===== config.mk =====
export PLATFORM = sky130hd
export DESIGN_NAME = as_rr_arbiter
export DESIGN_NICKNAME = d
export VERILOG_FILES = /design/src/rtl/as_rr_arbiter.sv
export SDC_FILE = /design/constraint.sdc
export NUM_CORES = 1
export LEC_CHECK = 0
export ABC_AREA = 1
export CAP_MARGIN = 20
export CORE_MARGIN = 2
export CORE_UTILIZATION = 40
export DETAILED_ROUTE_END_ITERATION = 7
export GPL_TIMING_DRIVEN = 0
export HOLD_SLACK_MARGIN = 0.12
export PLACE_DENSITY_LB_ADDON = 0.3
export SYNTH_ARGS = -nofsm -noshare
export SYNTH_HDL_FRONTEND = slang
export SYNTH_SLANG_ARGS = --single-unit

===== constraint.sdc =====
create_clock -name clk -period 4.15 [get_ports clk]
set_input_delay 0.83 -clock clk [delete_from_list [all_inputs] [get_ports clk]]
set_output_delay 0.83 -clock clk [all_outputs]
set_load 0.02 [all_outputs]

===== src/rtl/as_rr_arbiter.sv =====
// Round-robin arbiter sharing one signed add/subtract datapath between requesters A and B.
// Latency: 1 cycle from accept edge to result in the registered output slot.
// Backpressure: while the slot is full and res_ready is low, both readys stay low and the slot holds.
module as_rr_arbiter #(
    parameter int WIDTH = 30
) (
    input  logic             clk,
    input  logic             rst,
    input  logic             a_valid,
    output logic             a_ready,
    input  logic [WIDTH-1:0] a_in_1,
    input  logic [WIDTH-1:0] a_in_2,
    input  logic             a_sel,
    input  logic             b_valid,
    output logic             b_ready,
    input  logic [WIDTH-1:0] b_in_1,
    input  logic [WIDTH-1:0] b_in_2,
    input  logic             b_sel,
    output logic             res_valid,
    input  logic             res_ready,
    output logic [WIDTH:0]   res_data,
    output logic             res_id
);

    typedef struct packed {
        logic             sel;
        logic [WIDTH-1:0] in_2;
        logic [WIDTH-1:0] in_1;
    } op_t;

    typedef enum logic {
        EMPTY = 1'b0,
        FULL  = 1'b1
    } slot_t;

    slot_t          slot_q;
    logic           last_grant_q;   // 0 = A, 1 = B
    op_t            a_op;
    op_t            b_op;
    op_t            win_op;
    logic           slot_free;
    logic           grant_a;
    logic           grant_b;
    logic           xfer;
    logic           win_id;
    logic [WIDTH:0] op1_ext;
    logic [WIDTH:0] op2_ext;
    logic [WIDTH:0] result;

    assign a_op = '{sel: a_sel, in_2: a_in_2, in_1: a_in_1};
    assign b_op = '{sel: b_sel, in_2: b_in_2, in_1: b_in_1};

    assign res_valid = (slot_q == FULL);
    assign slot_free = !res_valid || res_ready;

    // Contention goes to whoever was not served last; a lone requester always wins.
    assign grant_a = !rst && slot_free && a_valid && (!b_valid ||  last_grant_q);
    assign grant_b = !rst && slot_free && b_valid && (!a_valid || !last_grant_q);
    assign a_ready = grant_a;
    assign b_ready = grant_b;

    assign xfer   = grant_a || grant_b;
    assign win_id = grant_b;
    assign win_op = grant_b ? b_op : a_op;

    // One extra sign bit makes the sum/difference exact for any operand pair.
    assign op1_ext = {win_op.in_1[WIDTH-1], win_op.in_1};
    assign op2_ext = {win_op.in_2[WIDTH-1], win_op.in_2};
    assign result  = win_op.sel ? (op1_ext - op2_ext) : (op1_ext + op2_ext);

    always_ff @(posedge clk or posedge rst) begin
        if (rst) begin
            slot_q       <= EMPTY;
            res_data     <= '0;
            res_id       <= 1'b0;
            last_grant_q <= 1'b1;
        end else begin
            case (slot_q)
                EMPTY: begin
                    if (xfer) begin
                        slot_q       <= FULL;
                        res_data     <= result;
                        res_id       <= win_id;
                        last_grant_q <= win_id;
                    end
                end
                FULL: begin
                    if (xfer) begin
                        res_data     <= result;
                        res_id       <= win_id;
                        last_grant_q <= win_id;
                    end else if (res_ready) begin
                        slot_q <= EMPTY;
                    end
                end
                default: slot_q <= EMPTY;
            endcase
        end
    end

endmodule

==> results.tsv, run 1 <==
stage	metric	value	unit
grt	initial antenna violation count	0	
die	std cell rows	39	
detailed_routing	DR pass1 iterations	7	
pwr	Power Dens Cells	443	nW/um^2
timing	Worst-Margin Slew	0.671	ns
grt	Remaining Overflow, GRT	0	
timing	final setup fails	0	
timing	clock skew	0.00794	ns
yosys	ys async rst share	100	%
run_status	status	finished, final reports clean	
finish	most frequent cells in the layout	nand2_1, clkdlybuf4s50_1, inv_1, nor2_1, buf_4	
critical_path	worst-path fanout max	10	
critical_path	critical path's slowest cell	ha_1	
timing	final worst path period share	97.0	%
critical_path	Worst EP arrival	4.20	ns
placed_design	port bufs	161	
die	chip height	112	um
timing	fmax	248	MHz
timing	Final Hold Viols	0	
critical_path	Critical Path End Type	register	
pwr	Lkg Pwr	3.60	nW
pwr	Gate power share	67.2	%
placed_design	Final HPWL DP	12.8	mm
pwr	share of power burned in registers	17.6	%
placed_design	area of placed instances	6500	sq um
die	die boundary width	112	um
clock_network	Worst-Skew Late Latency	0.29	ns
detailed_routing	DR vias/cell	5.06	
yosys	post-synthesis sequential area ratio	18.1	%
yosys	synthesized area per cell	5.86	sq um
yosys	commonest register cell after synthesis	dfrtp_1	
detailed_routing	WL per Instance	14.3	um
grt	vias in the first global route	5459	
grt	first-pass GRT wire length	26.4	mm
timing	Final min period	4.03	ns
finish	Layout Nets	1174	
critical_path	crit path cell chain	clkbuf_2 > inv_2 > nand2_2 > nand2_8 > nor2_8 > buf_4 > or2_2 > o21ai_4 > inv_1 > buf_2 > nor2_1 > xor2_1 > ha_1 > a21oi_1 > nand2_1 > a21boi_2 > o21ai_0 > a31o_2 > or2_2 > nand3_1 > nand2_1	
pwr	Pwr Total	3.30	mW
finish	Layout area overhead	58.1	%
pwr	internal power	1.81	mW
detailed_routing	routed via count	5862	
clock_network	CTS Buf Count	5	
finish	Final Instance Area	7440	sq um
timing	Max-slew headroom	55.1	%
yosys	Netlist Area Pre-Place	4710	sq um
placed_design	GPL Wtd Cong	0.941	
detailed_routing	Detail Route Antenna Nets	0	
yosys	synthesis-stage register bit count	34	
detailed_routing	Residual DRC	0	
finish	share of cells above drive strength 1	16.9	%
yosys	Ys Warns	0	
yosys	Mapped Cells	803	
clock_network	CTS tree	yes	
critical_path	slowest stage delay, CP	0.33	ns
pwr	switching pwr	1.49	mW
finish	n_diodes	0	
run	Max-Cap Viols	0	
die	Die ar.	12600	sq um
pwr	Sw Ratio	45.1	%
min_path	worst min path class	reg -> reg	
critical_path	WS Path Type	in -> reg	
die	# IOs	162	
clock_network	H-tree levels	2	
critical_path	Crit path max-delay family	simple AND/OR/NAND/NOR gates	
clock_network	CTS root buf	clkbuf_16	
yosys	syn nets	962	
die	CORE AREA	11500	sq um
die	Initial Util	41.0	%
clock_network	Reg clk slew, reported paths	0.06	ns
critical_path	Crit path buffers/inverters	5	
finish	commonest non-fill, non-tap cell in the layout	nand2_1	
detailed_routing	Routed Wire Length	16.6	mm
clock_network	clock sink count	34	
pwr	Clk pwr share	15.2	%
yosys	Distinct cells, synth	44	
critical_path	Setup crit start kind	input port	
grt	largest net degree at the start of global routing	20	
detailed_routing	Initial DRC Count	343	
critical_path	Crit path required time	4.33	ns
timing	max-slew violation count	0	
yosys	EDFF count, synth	0	
pwr	Peak VDD IR	0.000458	V
grt	Global Route Usage Sum	25.5	%
clock_network	CTS Buffer Depth	2	
[what timing repair did]
| item | 4_1_cts | 5_1_grt |
|---|---|---|
| buffers inserted | 24 | 19 |
| gates resized for setup | 40 | 75 |
| pin swaps | 22 | 33 |
| hold buffers | 0 | 0 |
| cloned | 2 | 0 |
| setup endpoints to repair | 27 | 18 |
[power groups by stage]
stage / Clock, mW / Combinational, mW / Sequential [mW]
after floorplan: 0 / 1.03 / 0.763
after global placement: 0 / 1.91 / 0.579
after detailed placement: 0 / 1.93 / 0.581
after CTS: 0.505 / 2.04 / 0.580
after global routing: 0.523 / 2.42 / 0.599
final: 0.502 / 2.21 / 0.579
[Yosys cell counts (3+ instances only)]
cell	number	area, sq um
a21boi_0	3	22.5
a21oi_1	47	235
a31oi_1	8	50.1
buf_2	4	20.0
buf_6	4	45.0
clkbuf_1	10	37.5
dfrtp_1	33	826
ha_1	31	388
inv_1	81	304
inv_2	5	18.8
nand2_1	309	1160
nand2_2	7	43.8
nand2_4	3	33.8
nand3_1	37	185
nand3b_1	3	22.5
nand4_1	6	37.5
nor2_1	67	251
nor2_2	5	31.3
nor3_1	10	50.1
o211ai_1	5	37.5
o21ai_0	40	200
o21ai_1	7	35.0
o21ai_2	8	70.1
o21bai_1	7	52.6
o31ai_1	4	30.0
or2_2	9	56.3
xnor2_1	10	87.6
xor2_1	21	184
[path summary, 6_finish.rpt]
kind | to | slack (ns) | cells past startpoint | startpoint
setup / recovery | res_data[9] | 0.12 | 21 | res_ready
hold / removal | res_data[24] | 0.48 | 2 | res_data[24]
setup reg to reg | res_data[27] | 0.23 | 27 | last_grant_q
hold reg to reg | res_data[24] | 0.48 | 2 | res_data[24]
max in group asynchronous | last_grant_q | 3.26 | 3 | rst
min in group asynchronous | res_data[9] | 0.49 | 2 | rst
[sequential cells by signal, indices dropped and copies added (netlist names)]
register      count
res_valid         1
res_data         31
last_grant_q      1
res_id            1
[cells by family after synthesis]
| kind of cell | Yosys count | synth area share [%] |
|---|---|---|
| and+or+nand+nor | 463 | 41.3 |
| AOI/OAI and AO/OA | 135 | 16.6 |
| buffers and inverters | 107 | 9.36 |
| DFF | 34 | 18.1 |
| adders and majority gates | 32 | 8.67 |
| xor gates and xnor gates | 31 | 5.77 |
| muxes | 1 | 0.213 |
[per-stage QoR]
stage | setup TNS (ns) | hold WS, ns | std cells | worst slack, ns | utilization (%)
after global routing | -0.0996 | 0.497 | 1159 | -0.0405 | 64.9
after floorplan | 0 | 0.451 | 803 | 0.124 | -
after detailed placement | -22.64 | 0.465 | 1107 | -1.15 | 56.7
final | 0 | 0.478 | 1159 | 0.124 | 64.9
after CTS | 0 | 0.481 | 1140 | 0.0170 | 61.5
after global placement | -21.31 | 0.453 | 1107 | -1.08 | 56.7
[routing by layer]
layer / track usage [%] / up-vias / share of wire [%]
met5: 0 / - / 0
li1: - / 3007 / -
met4: 8.46 / 0 / 2.8
met3: 2.59 / 30 / 5.4
met1: 34.1 / 2624 / 44
met2: 43.2 / 201 / 47
[area by class of cell]
class	count	area, sq um
Clock inverter	3	68.8
Clock buffer	5	125
Inverter	86	342
Sequential cell	34	852
Timing Repair inverter	1	8.76
Multi-Input combinational cell	662	3780
Fill cell	1041	4030
Buffer	20	119
Tap cell	143	179
Timing Repair Buffer	205	1970
[worst register-to-register path, cell delays in order (launching register included)]
cell and delay, ns:
dfstp_2 0.59, nand2_4 0.07, nand2_4 0.11, inv_4 0.05, nand2_4 0.09, buf_6 0.13
buf_8 0.12, nand2_4 0.05, o21ai_4 0.08, ha_4 0.18, nand2_4 0.06, nor2_4 0.17
nand3_4 0.11, nor2_4 0.12, nor2_2 0.05, xor2_1 0.16, ha_1 0.39, nand2_2 0.08
nor2_2 0.12, nand4_1 0.08, o211ai_1 0.31, nand2_1 0.09, o211ai_1 0.18, nand2_1 0.15
nand2_1 0.10, nand2_1 0.05, nand3_1 0.06, nand2_1 0.06
Note: power is estimated with default switching activity, not from simulation.
==> run 2, diff against run 1 <==
--- a/constraint.sdc
+++ b/constraint.sdc
@@ -3,2 +3,2 @@
 set_output_delay 0.83 -clock clk [all_outputs]
-set_load 0.02 [all_outputs]
+set_load 0.005 [all_outputs]
==> results of run 2 <==
The final DEF is identical to that of run 1. Status: finished, final reports clean.
Among the figures that moved: total power 3.30 mW -> 3.11 mW; worst IR drop on VDD 0.000458 V -> 0.000405 V
==> run 3, diff against run 2 <==
- ABC_AREA: 1 -> unset
- SLEW_MARGIN: unset -> 0
==> results.tsv, run 3 <==
stage	metric	value	unit	change
run_status	status	finished with violations		
run_status	violated checks	negative setup slack		
critical_path	FF-to-FF path depth	25		-7.4%
detailed_routing	WL per Instance	17.8	um	+24%
yosys	post-synthesis sequential area ratio	18.7	%	+0.55 points
timing	tightest hold margin	0.479	ns	+0.000762 ns
die	chip height	111	um	-1.4%
placed_design	Final HPWL DP	13.2	mm	+3.8%
finish	most frequent cells in the layout	clkdlybuf4s50_1, nand2_1, nor2_1, a21oi_1, dfrtp_1		
clock_network	CTS Buf Count	5		unchanged
grt	Global Route Usage Sum	26.1	%	+0.63 points
pwr	Peak VDD IR	0.000285	V	
yosys	Distinct cells, synth	59		+34%
critical_path	worst-path fanout max	4		-6
timing	final setup fails	20		+20
die	Initial Util	40.5	%	-0.51 points
timing	Max-slew headroom	51.1	%	-4.0 points
timing	clock skew	0.00571	ns	-0.00223 ns
yosys	cell type with the largest total area after synthesis	dfrtp_1		
timing	RSZ-0062 raised after global routing	true		
grt	vias in the first global route	5321		-2.5%
die	CORE AREA	11300	sq um	-1.7%
grt	largest net degree at the start of global routing	20		unchanged
min_path	Hold Crit Start	last_grant_q		
pwr	Lkg Pwr	3.22	nW	-10%
timing	Final Hold Viols	0		unchanged
placed_design	Place WS	-2.53	ns	-1.38 ns
min_path	Hold Path Sink	last_grant_q		
yosys	syn nets	812		-16%
timing	Final min period	5.33	ns	+1.30 ns
min_path	worst min path class	reg -> reg		
grt	first-pass GRT wire length	26.3	mm	about the same
pwr	Power Dens Cells	402	nW/um^2	
finish	Layout area overhead	64.2	%	
detailed_routing	routed via count	5713		-2.5%
critical_path	R2R Setup Slk	-0.92	ns	-1.15 ns
detailed_routing	Initial DRC Count	382		+11%
finish	n_diodes	0		unchanged
critical_path	Critical Path End Type	register		
detailed_routing	Routed Wire Length	17.7	mm	+6.7%
yosys	count leader, synth	nand2_1		
finish	Layout Nets	1013		-14%
detailed_routing	Detail Route Antenna Nets	0		unchanged
yosys	Ys Warns	0		unchanged
yosys	ys async rst share	100	%	unchanged
yosys	list of most frequent post-synthesis cells	nand2_1, a21oi_1, nor2_1, o21ai_0		
die	# IOs	162		unchanged
clock_network	CTS root buf	clkbuf_16		
clock_network	H-tree levels	2		unchanged
run	Max-Cap Viols	0		unchanged
timing	Worst-Margin Slew	0.732	ns	+0.0615 ns
clock_network	Reg clk slew, reported paths	0.06	ns	about the same
clock_network	Worst-Skew Late Latency	0.28	ns	about the same
timing	max-slew violation count	0		unchanged
yosys	Netlist Area Pre-Place	4570	sq um	-2.9%
yosys	commonest register cell after synthesis	dfrtp_1		
clock_network	clock sink count	34		unchanged
finish	Top reg by flops	res_data		
grt	initial antenna violation count	0		unchanged
detailed_routing	DR pass1 iterations	6		-1
yosys	area share of the largest cell type after synthesis	18.1	%	-6.6 points
die	Die ar.	12300	sq um	-2.8%
critical_path	WS Path Type	in -> reg		
critical_path	Worst EP arrival	5.47	ns	+1.27 ns
die	std cell rows	39		unchanged
timing	setup ws final	-1.18	ns	-1.30 ns
placed_design	GPL Wtd Cong	0.983		+4.5%
grt	Remaining Overflow, GRT	0		unchanged
timing	fmax	188	MHz	-24%
critical_path	Setup crit start kind	input port		
finish	max FFs per register	31		unchanged
yosys	synthesis-stage register bit count	34		unchanged
yosys	synthesized area per cell	7.00	sq um	+19%
pwr	Pwr Total	3.01	mW	
detailed_routing	Residual DRC	0		unchanged
critical_path	reg2reg start	last_grant_q		
die	die boundary width	111	um	-1.4%
clock_network	cts-stage hold buffer count	0		unchanged
min_path	hold depth	2		unchanged
timing	final worst path period share	128	%	+31 points
yosys	EDFF count, synth	0		unchanged
finish	Final Instance Area	7500	sq um	+0.79%
detailed_routing	DR vias/cell	5.73		+13%
placed_design	area of placed instances	6490	sq um	about the same
yosys	Mapped Cells	653		-19%
clock_network	CTS tree	yes		
placed_design	port bufs	161		unchanged
clock_network	CTS Buffer Depth	2		unchanged
yosys	top cells by area, synth	dfrtp_1, nand2_1, ha_1, a21oi_1, mux2i_1		
finish	share of cells above drive strength 1	18.5	%	+1.6 points
critical_path	Crit path required time	4.29	ns	-0.04 ns
critical_path	r2r endpoint	res_data[27]		
timing	final setup TNS	-14.57	ns	-14.57 ns
finish	commonest non-fill, non-tap cell in the layout	clkdlybuf4s50_1		
## run 3: changes by cell type after synthesis, sizes merged, moves of 20 or more
| cell | before | now |
|---|---|---|
| mux2i | 1 | 33 |
| xnor2 | 10 | 31 |
| nand3 | 38 | 12 |
| nor2 | 74 | 54 |
| nand2 | 319 | 144 |
| inv | 86 | 10 |
## run 3: where the power goes
group,leakage (nW),switching [mW],internal (mW)
Sequential,0.388,0.0890,0.489
Clock,0.0694,0.143,0.217
Combinational,2.76,1.02,1.05
Total,3.22,1.25,1.76
## run 3: cells by family after synthesis
family,Yosys count,synth area share [%]
AOI/OAI and AO/OA,157,20.6
xor gates and xnor gates,53,10.2
adders and majority gates,32,8.93
buffers and inverters,42,3.73
DFF,34,18.7
muxes,37,8.22
and+or+nand+nor,298,29.7
## run 3: area by class of cell
class / instances / area (sq um)
Buffer: 29 / 208
Timing Repair Buffer: 197 / 1940
Inverter: 10 / 41.3
Multi-Input combinational cell: 577 / 4150
Sequential cell: 34 / 852
Clock buffer: 5 / 125
Fill cell: 947 / 3770
Tap cell: 143 / 179
Clock inverter: 2 / 10.0
## run 3: repair_timing
action,CTS,global route
pin swaps,32,55
gates resized for setup,77,81
buffers inserted,21,15
endpoints found under the setup margin,28,25
## run 3: metal layers
| metal | global-route usage [%] | vias to the layer above | wire [um] |
|---|---|---|---|
| met4 | 7.58 | 0 | 473 |
| met5 | 0 | - | 0 |
| met2 | 45.2 | 311 | 8620 |
| met1 | 33.9 | 2656 | 7250 |
| li1 | - | 2706 | - |
| met3 | 3.83 | 40 | 1370 |
## run 3: worst max-delay path by stage
stage	start	endpoint	slack (ns)
6_report	a_valid	res_data[27]	-1.18
5_1_grt	a_valid	res_data[27]	-1.23
4_1_cts	a_valid	res_data[21]	-1.10
3_5_place_dp	res_ready	res_data[21]	-2.53
3_3_place_gp	res_ready	res_data[21]	-2.51
2_1_floorplan	b_valid	res_data[21]	-1.15
## run 3: through the flow
stage / cells / util (%)
after floorplan: 653 / -
after global placement: 957 / 57.4
after detailed placement: 958 / 57.6
after CTS: 985 / 62.6
after global routing: 997 / 66.5
final: 997 / 66.5
## run 3: critical path, cell delays in order
cell and delay, ns:
buf_6 0.09, a21bo_4 0.20, or3_4 0.40, buf_8 0.14, clkbuf_16 0.15, buf_12 0.13, mux2i_4 0.20, ha_4 0.18
nor2b_4 0.15, nand4b_1 0.19, mux2i_4 0.26, o21ai_2 0.09, or2_4 0.25, nand2_2 0.09, xor2_2 0.08, ha_4 0.17
a2111o_1 0.34, a31oi_2 0.15, o22ai_2 0.13, o211ai_1 0.31, a32oi_2 0.18, buf_4 0.18, a21boi_4 0.16, buf_6 0.12
mux2i_1 0.18, a21oi_1 0.09
==> variant 1, RTL diff (settings of run 2) <==
Make the reset (`rst`) synchronous in one clocked block.
--- a/src/rtl/as_rr_arbiter.sv
+++ b/src/rtl/as_rr_arbiter.sv
@@ -69,5 +69,5 @@
     assign result  = win_op.sel ? (op1_ext - op2_ext) : (op1_ext + op2_ext);
 
-    always_ff @(posedge clk or posedge rst) begin
+    always_ff @(posedge clk) begin
         if (rst) begin
             slot_q       <= EMPTY;
Function: differs if rst is asserted again (counterexample within 4 cycles, from zero or initial values and one cycle with rst high); with rst held inactive, the same outputs for 10 cycles.
==> variant 1 against run 2 <==
  * The flow now finishes with violations (DRC)
  * Register-to-register slack better by 140 ps
  * Die area up 1.3%
  * Sequential share of layout area down 2.4 points
  * Power down 28%
  * Cell area up 0.89%
  * Sequential cell count unchanged
  * Sequential power down 32%
  * Clock power down 26%
  * Clock skew down 2.6 ps
  * Synthesized area up 1.3%
  * Wire length up 4.3%
  * Count of clock-buffer cells in the layout up 2
  * Worst setup slack worse by 29 ps
  * Critical endpoint is now res_data[29]
==> variant 1: results (changes against run 2) <==
stage,metric,value,unit,change
placement,HPWL after DPL,13.8,mm,was 12.8 mm
synth,Synth Area in Adders,8.56,%,was 8.67%
pwr,Pint,1.27,mW,was 1.81 mW
synth,count of cell types in the netlist,46,,was 44
synth,post-synthesis mux area share,0.446,%,was 0.213%
grt,met3 usage,2.68,%,was 2.59%
grt,all-layer global routing usage,26.1,%,was 25.5%
pwr,clock share of power,16.6,%,was 16.1%
route,detailed-route DRC error count,4,,was 0
synth,synth top area cells,"nand2_1 21%, dfxtp_1 14%, inv_1 9.4%, ha_1 8.1%, o21ai_0 5.8%",,"was nand2_1 25%, dfrtp_1 18%, ha_1 8.2%, inv_1 6.5%, nor2_1 5.3%"
critical_path,R2R Path Start,res_valid,,was last_grant_q
placement,pre-CTS setup slack,-1370,ps,was -1150 ps
synth,ys flop type,dfxtp_1,,was dfrtp_1
critical_path,slowest cell delay on critical path,310,ps,was 330 ps
grt,first-pass GRT wire length,27.2,mm,was 26.4 mm
min_path,hold endpoint,res_data[2],,was res_data[24]
status,failing checks,DRC,,
status,status,"finished, violations left",,"was finished, final reports clean"
pwr,Cell Pwr Density,297,nW/um2,was 418 nW/um2
grt,pin count of the biggest net entering global routing,11,,was 20
synth,Synth Area in XOR/XNOR,6.25,%,was 5.77%
critical_path,Critical Path Fanout Max,6,,was 10
grt,vias in the first global route,5773,,was 5459
synth,sequential fraction of the synthesis area,14.3,%,was 18.1%
cts,Post-CTS Resized,82,,was 40
route,Iter 0 DRT Violations,333,,was 343
synth,synth cell count leaders,"273 x nand2_1, 120 x inv_1, 55 x nor2_1, 55 x o21ai_0, 52 x a21oi_1",,"was 309 x nand2_1, 81 x inv_1, 67 x nor2_1"
synth,Syn Nets,994,,was 962
route,via count,5989,,was 5862
==> variant 1: metrics by stage <==
stage / TNS [ps] / instances / area (um2) / utilization, % / hold slack [ps]
detailed placement: -21680 / 1139 / 6560 / 56.9 / 465
floorplan: 0 / 835 / 4770 / - / 456
global placement: -19070 / 1139 / 6560 / 56.9 / 455
global route: -265 / 1181 / 7510 / 65.2 / 486
finish: 0 / 1181 / 7510 / 65.2 / 462
CTS: 0 / 1167 / 7080 / 61.5 / 472
==> variant 1: final cells by class <==
type | instances | area share (%)
well taps | 143 | 2.38
clock inverters | 1 | 0.0667
repair buffers | 195 | 24.8
clock buffers | 7 | 1.90
flip-flops and latches | 34 | 9.07
plain buffers | 23 | 1.92
inverters | 123 | 6.25
multi-input cells | 655 | 53.6
==> variant 1: routing by layer <==
layer | up-vias | wire length (um)
met5 | - | 0
met4 | 0 | 329
met3 | 25 | 1050
met2 | 233 | 8600
met1 | 2641 | 7340
li1 | 3090 | -
==> variant 2, RTL diff (flow settings as in run 2) <==
Made on the original files. The parameter `WIDTH` goes from 30 to 60.
--- a/src/rtl/as_rr_arbiter.sv
+++ b/src/rtl/as_rr_arbiter.sv
@@ -3,5 +3,5 @@
 // Backpressure: while the slot is full and res_ready is low, both readys stay low and the slot holds.
 module as_rr_arbiter #(
-    parameter int WIDTH = 30
+    parameter int WIDTH = 60
 ) (
     input  logic             clk,
Interface: changed (5 resized); port bits go from 162 to 312. No check against the original RTL was run, so the function may have changed too.
==> variant 2 against run 2 <==
  * The run now ends with DRC, setup timing left
  * Sequential cell count rose by 30
  * Die area up 120%
  * First-iteration DRC count grew to 4.2 times the old value
  * Synthesized area grew 130%
  * Hold slack better by 1.5 ps
  * Register-to-register slack lost 450 ps
  * Clock power increased by 63%
  * Cell area rose to 2.5 times the old value
  * Combinational power grew to 3.0 times the old value
  * Worst setup slack worse by 390 ps
  * Sequential share of layout area decreased by 2.9 points
  * Wire length rose to 3.2 times the old value
  * Power rose to 2.6 times the old value
  * Critical endpoint is now res_data[46]
  * Largest cell class unchanged
==> variant 2: results (changes against run 2) <==
stage,metric,value,unit,change
pwr,Max VDD drop,0.240,mV,was 0.405 mV
route,detailed-route DRC error count,7,,was 0
sta,setup TNS,-6120,ps,was 0 ps
critical_path,Critical Path Fanout Max,7,,was 10
placement,Final GP Congestion,0.990,,was 0.941
synth,count of cell types in the netlist,50,,was 44
pwr,Leak,8.16,nW,was 3.60 nW
sta,final setup margin,-269,ps,was 124 ps
status,failing checks,"DRC, setup timing",,
grt,first-pass GRT wire length,76.5,mm,was 26.4 mm
synth,Syn Nets,2262,,was 962
synth,synth cell count leaders,"719 x nand2_1, 269 x inv_1, 239 x nor2_1",,"was 309 x nand2_1, 81 x inv_1, 67 x nor2_1"
cts,clk_lat worst skew,350,ps,was 290 ps
synth,sequential fraction of the synthesis area,15.0,%,was 18.1%
route,Iter 0 DRT Violations,1454,,was 343
sta,Slew HR,34.1,%,was 55.1%
cells_and_area,# fillers,2212,,was 1041
grt,vias in the first global route,13900,,was 5459
status,status,"finished, violations left",,"was finished, final reports clean"
cts,CTS Buf Count,9,,was 5
grt,all-layer global routing usage,35.2,%,was 25.5%
synth,Cells after Synth,1953,,was 803
placement,PortBufs,311,,was 161
sta,Final setup viols,41,,was 0
critical_path,slowest cell delay on critical path,380,ps,was 330 ps
route,vias per std cell,5.42,,was 5.06
sta,skew final,10.3,ps,was 7.94 ps
route,via count,14800,,was 5862
variant 2: cell types whose count changed after synthesis, moves of 11 or more:
cell     change
a21oi_1     +59
dfrtp_1     +30
nand4_1     +18
o21ai_1     +11
ha_1        +30
xnor2_1     +11
nand2_2     +17
nand3_1     +43
o21ai_0     +53
a31oi_1     +18
nor2_1     +172
inv_1      +188
xor2_1      +19
nand2_1    +410
variant 2: routing by layer:
metal / global-route usage, % / part of all wire [%] / up-vias
met5: 0 / 0 / -
met4: 16.8 / 5.3 / 0
met3: 2.98 / 7.0 / 163
met2: 58.6 / 46 / 785
met1: 46.3 / 41 / 6842
li1: - / - / 7034
variant 2: power groups by stage:
stage	Combinational [mW]	Clock, mW	Sequential (mW)
3_5_place_dp	4.29	0	1.13
3_3_place_gp	4.26	0	1.11
6_report	6.13	0.819	1.13
2_1_floorplan	2.47	0	1.11
5_1_grt	6.49	0.842	1.17
4_1_cts	5.17	0.814	1.12
variant 2: final timing paths:
check,from,end,slack [ps]
worst min register to register,res_data[20],res_data[20],480
worst min-delay path,res_data[20],res_data[20],480
min in group asynchronous,rst,res_data[9],560
worst max register to register,last_grant_q,res_data[46],-220
max in group asynchronous,rst,res_data[35],2670
worst max-delay path,res_ready,res_data[46],-270
variant 2: cells by family (layout without fill, tap and decap cells):
kind of cell,count (synthesis),count (layout),share of synthesized area [%]
AOI/OAI and AO/OA,297,297,15.8
buffers and inverters,320,769,12.4
adders and majority gates,62,62,7.33
DFF,64,64,15.0
and+or+nand+nor,1148,1148,44.4
xor gates and xnor gates,61,61,5.00
muxes,1,1,0.0936
variant 2: timing repair:
item | in CTS | in global routing
gates cloned | 2 | 0
setup buffers | 72 | 47
pin swaps | 116 | 100
setup endpoints to repair | 65 | 44
hold buffers | 0 | 0
resized for setup | 403 | 297
variant 2: cell type report:
class	count	area share (%)
Buffer	47	1.84
Clock buffer	10	1.28
Clock inverter	6	0.362
Inverter	273	5.67
Multi-Input combinational cell	1569	57.8
Sequential cell	64	8.60
Tap cell	335	2.25
Timing Repair Buffer	432	22.2
Timing Repair inverter	1	0.0268
variant 2: metrics by stage:
| step | util (%) | hold WS [ps] | area, um2 |
|---|---|---|---|
| 2_1_floorplan | - | 451 | 11000 |
| 3_3_place_gp | 55.8 | 458 | 14600 |
| 3_5_place_dp | 55.8 | 468 | 14600 |
| 4_1_cts | 65.2 | 483 | 17000 |
| 5_1_grt | 71.3 | 499 | 18600 |
| 6_report | 71.3 | 480 | 18600 |
variant 2: tightest hold or removal path, cell delays in order (launching register included):
cell,delay (ps)
dfrtp_1,340
nand2_1,50
o31ai_1,50
